### src/rtl/avmm_sdram_reader.sv
// avmm_sdram_reader: Avalon-MM burst read master splitting a start/addr/count request into SDRAM bursts.
module avmm_sdram_reader #(
  parameter int SDRAM_DATA_W = 128,
  parameter int ADDR_W       = 32,
  parameter int BURST_W      = 11,
  parameter int CNT_W        = 32,
  parameter int MAX_BURST    = 64
) (
  input  logic                    clk,
  input  logic                    rst_n,
  input  logic [ADDR_W-1:0]       read_addr,
  input  logic [CNT_W-1:0]        read_cnt,
  input  logic                    read_start,
  output logic                    read_valid,
  output logic [SDRAM_DATA_W-1:0] read_data,
  output logic                    read_done,
  output logic [ADDR_W-1:0]       address,
  output logic [BURST_W-1:0]      burstcount,
  output logic                    read,
  input  logic                    waitrequest,
  input  logic [SDRAM_DATA_W-1:0] readdata,
  input  logic                    readdatavalid
);
  typedef enum logic [1:0] {IDLE, REQ, DATA, DONE} state_t;
  state_t state, state_nx;
  logic [ADDR_W-1:0] addr;
  logic [CNT_W-1:0] remaining;
  logic [BURST_W-1:0] beat_cnt, cur_burst, bc;
  logic beat, last_beat;
  assign bc = (remaining > CNT_W'(MAX_BURST)) ? BURST_W'(MAX_BURST) : BURST_W'(remaining);
  assign beat = readdatavalid && (state == DATA);
  assign last_beat = beat && (beat_cnt == BURST_W'(1));
  assign read = (state == REQ);
  assign address = addr;
  assign burstcount = read ? bc : '0;
  assign read_done = (state == DONE);
  assign read_valid = beat;
  assign read_data = readdata;
  always_comb begin
    state_nx = state;
    case (state)
      IDLE: if (read_start) state_nx = (read_cnt == '0) ? DONE : REQ;
      REQ: if (!waitrequest) state_nx = DATA;
      DATA: if (last_beat) state_nx = (remaining == CNT_W'(1)) ? DONE : REQ;
      DONE: state_nx = IDLE;
      default: state_nx = IDLE;
    endcase
  end
  always_ff @(posedge clk) begin
    if (!rst_n) begin
      state <= IDLE;
      addr <= '0;
      remaining <= '0;
      beat_cnt <= '0;
      cur_burst <= '0;
    end else begin
      state <= state_nx;
      if (state == IDLE && read_start) begin
        addr <= read_addr;
        remaining <= read_cnt;
      end
      if (state == REQ && !waitrequest) begin
        beat_cnt <= bc;
        cur_burst <= bc;
      end
      if (beat) begin
        beat_cnt <= beat_cnt - BURST_W'(1);
        remaining <= remaining - CNT_W'(1);
      end
      // burst length is remembered so the stride is applied once per burst
      if (last_beat) addr <= addr + ADDR_W'(cur_burst) * ADDR_W'(SDRAM_DATA_W / 8);
    end
  end
endmodule

### config.mk
export PLATFORM = sky130hd
export DESIGN_NAME = avmm_sdram_reader
export DESIGN_NICKNAME = d
export VERILOG_FILES = /design/src/rtl/avmm_sdram_reader.sv
export SDC_FILE = /design/constraint.sdc
export NUM_CORES = 1
export LEC_CHECK = 0
export BUFFER_PORTS_ARGS = -buffer_cell sky130_fd_sc_hd__buf_2
export CAP_MARGIN = 25
export CELL_PAD_IN_SITES_DETAIL_PLACEMENT = 1
export CELL_PAD_IN_SITES_GLOBAL_PLACEMENT = 1
export CORE_UTILIZATION = 27
export CTS_BUF_LIST = sky130_fd_sc_hd__clkbuf_8
export DETAILED_ROUTE_END_ITERATION = 10
export PLACE_DENSITY = 0.84
export SLEW_MARGIN = 10
export SYNTH_ARGS = -nofsm -noshare
export SYNTH_HDL_FRONTEND = slang
export SYNTH_SLANG_ARGS = --single-unit
### constraint.sdc
create_clock -name clk -period 2.9 [get_ports clk]
set_input_delay 0.435 -clock clk [delete_from_list [all_inputs] [get_ports clk]]
set_output_delay 0.435 -clock clk [all_outputs]
set_load 0.01 [all_outputs]
Word-level counts from Yosys, hierarchy flattened. Cells that the tools add are included.

Flip-flop bits (word level): 88. Input port bits: 197. Output and inout port bits: 174.

Add/sub/neg operators: 3. Order comparisons: 1. Eq/ne operators: 8. Muxes and demuxes: 14. Reductions and logical operators: 11.

Operators with widths (count): 32-bit two-way mux (4); 11-bit two-way mux (4); 32-bit by 15-bit adder with 32-bit output (1); 32-bit by 1-bit == test with 1-bit output, second input constant (1); 32-bit by 7-bit greater-than comparator with 1-bit output, second input constant (1); 32-bit logical NOT (1); 32-bit by 1-bit subtractor with 32-bit output, second input constant (1); 11-bit by 1-bit == test with 1-bit output, second input constant (1); 11-bit by 1-bit subtractor with 11-bit output, second input constant (1); 2-bit two-way mux (5); 2-bit case mux with 4 select lines (1); 2-bit inequality test, second input constant (3); 2-bit nonzero test (3); 2-bit == test, second input constant (2); 1-bit logical AND (4); 3-bit AND reduction (1); 2-bit by 1-bit == test with 1-bit output, second input constant (1); 2-bit logical NOT (1); 1-bit logical NOT (1).

Longest topological paths before layout. Gate-level depths: netlist (run 1).

Depth after elaboration: 5. Depth in mapped cells: 11.

Worst setup path after synthesis (run 1). OpenSTA, ideal clock, no wires.

Kind: register -> output. Start point: register remaining[25]. End point: output port burstcount[0]. Arrival: 2814 ps. Data required time: 2465 ps. Slack: -349 ps. Cell stages (with the launch flop): 7. Path through: dfxtp_1 or4_1 clkbuf_1 or3_1 or4b_2 a2111oi_0 and2_1.

Longest elaborated chain between the ends: 3.

Ends and longest elaborated chain: from (decl) (RTL line 27) `logic [CNT_W-1:0] remaining;`; from (signal assigned) (RTL line 60) `remaining <= read_cnt;`; from (signal assigned) (RTL line 68) `remaining <= remaining - CNT_W'(1);`; 32-bit by 7-bit greater-than comparator with 1-bit output (RTL line 30) `assign bc = (remaining > CNT_W'(MAX_BURST)) ? BURST_W'(MAX_BURST) : BURST_W'(remaining);`; 11-bit two-way mux (RTL line 30); 11-bit two-way mux (RTL line 35) `assign burstcount = read ? bc : '0;`; to (decl) (RTL line 18) `output logic [BURST_W-1:0] burstcount,`.

Every way passes these cells.

Worst setup path after layout (run 1).
Start point: register remaining[25]. End point: output port burstcount[3].

The elaborated chain is that of the path after synthesis.

==> results by group, run 1 <==
Clock network
  – H-Tree Depth: 3
  – CTS tree: done
  – Worst-Skew Late Latency: 0.39 ns
  – # hold bufs at CTS: 0
  – Root Driver: clkbuf_8
  – Worst-path clk slew: 0.10 ns
  – Clock sinks: 88
  – CTS Buf Count: 9
  – Clock buffer depth: 2

Logic synthesis
  – Netlist cell types: 59
  – Yosys Warn Count: 0
  – Synthesized cell area: 5969 sq um
  – Post-synth EDFFs: 0
  – FF+latch count, synth: 88
  – Synth async-reset ratio: 0
  – Seq/Total Area, Yosys: 0.2951
  – Primary FF master, synth: dfxtp_1
  – Syn_area_per_cell: 7.595 sq um
  – Post-Synthesis Cells: 786

Worst setup path
  – Element type at the critical path start: flip-flop
  – Bufs and invs on worst path: 2
  – Worst-path fanout max: 5
  – RR Endpoint: remaining[31]
  – Endpoint class of the critical path: output pin
  – Worst reg2reg startpoint: remaining[9]
  – Crit path required time: 2.47 ns
  – WP data arrival: 2.76 ns
  – Crit-path cells: or4_4 -> or3_4 -> or4b_4 -> a2111oi_4 -> buf_4 -> and2_4 -> buf_6
  – Family with the most delay on the worst path: simple AND/OR/NAND/NOR gates
  – R2r worst-path depth: 6
  – R2R Setup Slk: 0.09 ns
  – Slowest stage delay, CP: 0.53 ns
  – Kind of critical path: flip-flop to output pin
  – Crit-path slowest cell: or4_4

Placement
  – Placer Congestion: 0.8657
  – DP Worst Slack: 0.05446 ns
  – Inst Count DP: 1043
  – Detailed Place HPWL: 15370 um
  – PortBufs: 110

Die
  – Core Area: 21760 sq um
  – Initial Utilization: 0.2744
  – Die ar.: 22710 sq um
  – Die height: 150.7 um
  – Chip width: 150.7 um
  – Row count: 54
  – Ports: 371

Timing
  – Post-route setup TNS: -1.866 ns
  – Slew Viols, Final: 0
  – FMAX: 313.2 MHz
  – Final period demand of the worst path: 3.193 ns
  – RSZ-0062 raised after global routing: yes
  – Worst-Margin Slew: 0.6429 ns
  – Fin. Hold Viols: 0
  – Worst slew margin: 0.5694
  – Final Worst Setup Slack: -0.2931 ns
  – Final setup vio count: 7
  – Fin crit share: 1.101
  – Clock Skews: 0.01602 ns

Route
  – Via count: 5786
  – Vias/cell: 5.453
  – Initial DRT Pass Iterations: 4
  – DRT iter0 DRCs: 231
  – Wirelength, routed: 20530 um
  – # DRC: 0
  – Drt wl/cell: 19.35 um
  – Antenna Nets Post-Route: 0

Run status
  – Failing checks: negative setup slack
  – Outcome: complete, but fails checks

Layout
  – Share of layout cells above drive strength 1: 0.2394
  – Final net count: 990
  – Synth-to-layout area growth: 6.770%
  – Final non-filler cell total: 1061
  – Inserted Diodes: 0

Power
  – Pleak: 0.002590 uW
  – Total power: 3235 uW
  – Cell Pwr Density: 507.5 nW/um^2
  – Max IR drop VDD: 0.1830 mV

Global route
  – Vias in the first global route: 5814
  – Largest net degree at the start of global routing: 32
  – First-pass GRT wire length: 30880 um
  – GR Overflow Total: 0
  – GRT Total Usage: 0.1765
  – Initial antenna violation count: 0

Min path
  – Worst Hold Launch: read_addr[3]
  – Hold-critical path endpoint: address[3]
  – Hold Path Class: primary input to flip-flop
  – Worst hold path depth: 3

Flow run
  – MaxCap Viol Count: 0
==> report_power, final <==
group          switching [uW]  internal [uW]
logic                     469            312
registers                 106           1300
clock network             509            541
total                    1080           2150
==> layout by cell type, fill, tap and decap left out, drive strengths merged, types with 3 or more instances in the layout <==
cell	n
ha	16
or4	8
nand3	25
nand4	11
a221oi	4
nand2	83
o31a	4
o211ai	13
a32oi	3
o311ai	7
a22oi	11
o22ai	5
and4	3
nor4	26
buf	149
nor2	41
and3	14
nand2b	4
conb	4
xnor2	6
a222oi	4
nor3	25
o21ai	35
xor2	7
and2	9
nor4b	3
a31oi	11
dfxtp	88
clkbuf	11
inv	16
or3	10
a21oi	89
o21a	8
==> tightest hold or removal path, stage by stage <==
cell and delay [ns]:
buf_2 0.10, nand2_1 0.04, a21oi_1 0.05
==> metal layers <==
layer / part of all wire / GRT usage
met1: 0.42 / 0.2103
met2: 0.46 / 0.2797
met3: 0.067 / 0.04212
met4: 0.055 / 0.1215
met5: 0 / 0
==> cell type report <==
cell class                 count  area [sq um]
clock buffer                  11         151.4
clock inverter                 5         86.33
fill                        2694         15380
inverter                      14         52.55
multi-input combinational    514          3088
sequential                    88          1764
tap                          280         350.3
timing repair buffer         149         880.8
==> registers in the layout, indices dropped and copies added, names as in the netlist <==
register	count
remaining	32
state	2
beat_cnt	11
address	32
cur_burst	11
==> per-stage QoR <==
stage / utilization / instance area (sq um) / hold slack, ns
finish: 0.2930 / 6374 / 0.2841
global route: 0.2930 / 6374 / 0.2790
CTS: 0.2918 / 6349 / 0.2736
detailed placement: 0.2777 / 6041 / 0.4522
global placement: 0.2777 / 6041 / 0.4418
floorplan: - / 6032 / 0.4240
==> cells in the mapped netlist, types with 4 or more instances <==
cell / number / area (sq um)
xor2_1: 7 / 61.31
o21ai_0: 35 / 175.2
nand2b_1: 4 / 25.02
ha_1: 16 / 200.2
nor2_1: 41 / 153.9
o31a_1: 4 / 35.03
xnor2_1: 6 / 52.55
nand3_1: 25 / 125.1
and2_1: 7 / 43.79
o22ai_1: 5 / 31.28
nand2_1: 83 / 311.6
nand4_1: 11 / 68.82
a221oi_1: 4 / 35.03
and3_1: 14 / 87.58
buf_4: 132 / 991.0
a222oi_1: 4 / 40.04
clkbuf_1: 35 / 131.4
nor4_1: 26 / 162.7
o21a_1: 8 / 60.06
dfxtp_1: 88 / 1762
a21oi_1: 89 / 445.4
o311ai_0: 7 / 61.31
o211ai_1: 13 / 97.59
nor3_1: 25 / 125.1
or4_1: 7 / 52.55
or3_1: 10 / 62.56
a31oi_1: 11 / 68.82
a22oi_1: 11 / 82.58
inv_1: 14 / 52.55
==> how the worst max path moves through the flow <==
stage	startpoint	to	slack [ns]	cells past startpoint
finish	remaining[25]	burstcount[3]	-0.29	7
global placement	remaining[7]	remaining[31]	0.12	6
detailed placement	remaining[9]	remaining[31]	0.05	6
global route	remaining[25]	burstcount[3]	-0.37	7
CTS	remaining[25]	burstcount[3]	-0.30	7
floorplan	remaining[6]	remaining[31]	-0.02	10
==> timing repair <==
item,CTS,global route
pin swaps,1,0
setup endpoints to repair,7,9
buffers inserted,2,0
gates resized for setup,12,5
==> cells by family (layout without fill, tap and decap cells) <==
kind of cell               Yosys count  in the layout  share of synthesized area
DFF                                 88             88                     0.2951
xor gates and xnor gates            13             13                    0.01907
AOI/OAI and AO/OA                  207            207                     0.2138
other                                1              4                  0.0006282
muxes                                2              2                   0.003354
buffers and inverters              187            179                     0.2025
adders and majority gates           17             17                    0.03689
and+or+nand+nor                    271            271                     0.2287
Power figures use the tool's default switching activity.
==> run 2: changes to the inputs <==
--- a/config.mk
+++ b/config.mk
@@ -9,6 +9,7 @@
 export CAP_MARGIN = 25
 export CELL_PAD_IN_SITES_DETAIL_PLACEMENT = 1
 export CELL_PAD_IN_SITES_GLOBAL_PLACEMENT = 1
+export CORE_ASPECT_RATIO = 1.25
 export CORE_UTILIZATION = 27
 export CTS_BUF_LIST = sky130_fd_sc_hd__clkbuf_8
 export DETAILED_ROUTE_END_ITERATION = 10
==> results by group, run 2 (synthesis results as in run 1) <==
Power
  – Max IR drop VDD: 0.2008 mV (was 0.1830 mV)
  – Cell Pwr Density: 487.9 nW/um^2 (was 507.5 nW/um^2)
  – Pleak: 0.002531 uW (was 0.002590 uW)

Route
  – Via count: 5742 (was 5786)
  – Antenna Nets Post-Route: 0 (unchanged)
  – Initial DRT Pass Iterations: 5 (was 4)
  – DRT iter0 DRCs: 318 (was 231)
  – Vias/cell: 5.448 (was 5.453)
  – # DRC: 0 (unchanged)
  – Drt wl/cell: 20.90 um (was 19.35 um)
  – Wirelength, routed: 22030 um (was 20530 um)

Timing
  – Final Worst Setup Slack: -0.3295 ns (was -0.2931 ns)
  – Fin. Hold Viols: 0 (unchanged)
  – RSZ-0062 raised after global routing: yes (unchanged)
  – Worst slew margin: 0.5462 (was 0.5694)
  – FMAX: 309.6 MHz (was 313.2 MHz)
  – Clock Skews: 0.01312 ns (was 0.01602 ns)
  – Post-route setup TNS: -2.115 ns (was -1.866 ns)
  – Final setup vio count: 7 (unchanged)
  – Slew Viols, Final: 0 (unchanged)
  – Final period demand of the worst path: 3.229 ns (was 3.193 ns)
  – Worst-Margin Slew: 0.6775 ns (was 0.6429 ns)
  – Fin crit share: 1.114 (was 1.101)

Worst setup path
  – Kind of critical path: flip-flop to output pin (unchanged)
  – WP data arrival: 2.79 ns (was 2.76 ns)
  – Worst reg2reg startpoint: remaining[9] (unchanged)
  – RR Endpoint: remaining[31] (unchanged)
  – Endpoint class of the critical path: output pin (unchanged)
  – R2r worst-path depth: 6 (unchanged)
  – R2R Setup Slk: 0.15 ns (was 0.09 ns)
  – Crit path required time: 2.47 ns (about the same)
  – Element type at the critical path start: flip-flop (unchanged)
  – Worst-path fanout max: 5 (unchanged)

Min path
  – Worst Hold Launch: read_addr[0] (was read_addr[3])
  – Hold Path Class: primary input to flip-flop (unchanged)
  – Worst hold path depth: 3 (unchanged)
  – Hold-critical path endpoint: address[0] (was address[3])

Global route
  – GR Overflow Total: 0 (unchanged)
  – Vias in the first global route: 5983 (was 5814)
  – GRT Total Usage: 0.1963 (was 0.1765)
  – Largest net degree at the start of global routing: 33 (was 32)
  – Initial antenna violation count: 1 (was 0)
  – First-pass GRT wire length: 33830 um (was 30880 um)

Clock network
  – Worst-path clk slew: 0.10 ns (about the same)
  – CTS tree: done (unchanged)
  – CTS Buf Count: 9 (unchanged)
  – Clock sinks: 88 (unchanged)
  – Root Driver: clkbuf_8 (unchanged)
  – H-Tree Depth: 3 (unchanged)
  – Clock buffer depth: 2 (unchanged)
  – Worst-Skew Late Latency: 0.39 ns (about the same)

Run status
  – Failing checks: negative setup slack (unchanged)
  – Outcome: complete, but fails checks (unchanged)

Die
  – Die ar.: 22710 sq um (about the same)
  – Row count: 60 (was 54)
  – Initial Utilization: 0.2761 (was 0.2744)
  – Core Area: 21620 sq um (was 21760 sq um)
  – Die height: 168.2 um (was 150.7 um)
  – Ports: 371 (unchanged)
  – Chip width: 135.0 um (was 150.7 um)

Layout
  – Most frequent cells in the layout: 105 x buf_2, 89 x a21oi_1, 86 x dfxtp_1 (was 104 x buf_2, 89 x a21oi_1, 86 x dfxtp_1)
  – Layout Utilization: 0.2896 (was 0.2930)
  – Final non-filler cell total: 1054 (was 1061)
  – Synth-to-layout area growth: 4.905% (was 6.770%)
  – Final net count: 984 (was 990)
  – Commonest non-fill, non-tap cell in the layout: buf_2 (unchanged)
  – Layout fillers: 2674 (was 2694)
  – Multi-input gate area: 3073 sq um (was 3088 sq um)
  – Inserted Diodes: 0 (unchanged)
  – Share of layout cells above drive strength 1: 0.2310 (was 0.2394)
  – FF/Latch Area: 1764 sq um (unchanged)

Placement
  – DP Worst Slack: 0.02537 ns (was 0.05446 ns)
  – PortBufs: 110 (unchanged)
  – Detailed Place HPWL: 16880 um (was 15370 um)
  – Placer Congestion: 0.8299 (was 0.8657)
  – Inst Count DP: 1036 (was 1043)

Flow run
  – MaxCap Viol Count: 0 (unchanged)
## run 2: per-layer routing
| metal | routed length (um) | global-route usage | vias to the layer above |
|---|---|---|---|
| li1 | - | - | 2667 |
| met1 | 8097 | 0.2036 | 2781 |
| met2 | 11130 | 0.3474 | 176 |
| met3 | 1527 | 0.04426 | 116 |
| met4 | 1260 | 0.1378 | 2 |
| met5 | 12 | 0 | - |
## run 2: metrics by stage
stage	instance area (sq um)	total power [uW]	hold slack, ns
after floorplan	6032	2050	0.4240
after global placement	5995	2142	0.4451
after detailed placement	5995	2170	0.4533
after CTS	6217	3093	0.2543
after global routing	6262	3229	0.2773
final	6262	3055	0.2776
## run 2: repair_timing
action	in CTS	in global routing
setup buffers	1	1
gates resized for setup	5	7
setup endpoints to repair	7	8
pin swaps	1	0
hold buffers	0	0
## run 2: worst max path at each step
stage                              from            end  slack (ns)  cells after the start
after floorplan            remaining[6]  remaining[31]       -0.02                     10
after global placement    remaining[25]  burstcount[0]        0.07                      6
after detailed placement  remaining[25]  burstcount[4]        0.03                      6
after CTS                 remaining[25]  burstcount[1]       -0.36                      6
after global routing      remaining[25]  burstcount[1]       -0.43                      6
final                     remaining[25]  burstcount[1]       -0.33                      6
## run 2: report_power, final
part	switching, uW	internal (uW)	total (uW)
Combinational	458	302	760
Clock	551	338	888
Sequential	109	1300	1410
## run 2: critical path, cell delays in order (launching register included)
cell and delay [ns]:
dfxtp_2 0.33, or4_4 0.53, or3_4 0.35, or4b_4 0.53, a2111oi_4 0.34, and2_4 0.23
buf_6 0.09
## run 2: cell type report
type / count / share of cell area
Multi-Input combinational cell: 514 / 0.4907
Sequential cell: 88 / 0.2817
Timing Repair Buffer: 143 / 0.1325
Tap cell: 279 / 0.05574
Clock buffer: 9 / 0.01978
Clock inverter: 7 / 0.01119
Inverter: 14 / 0.008392
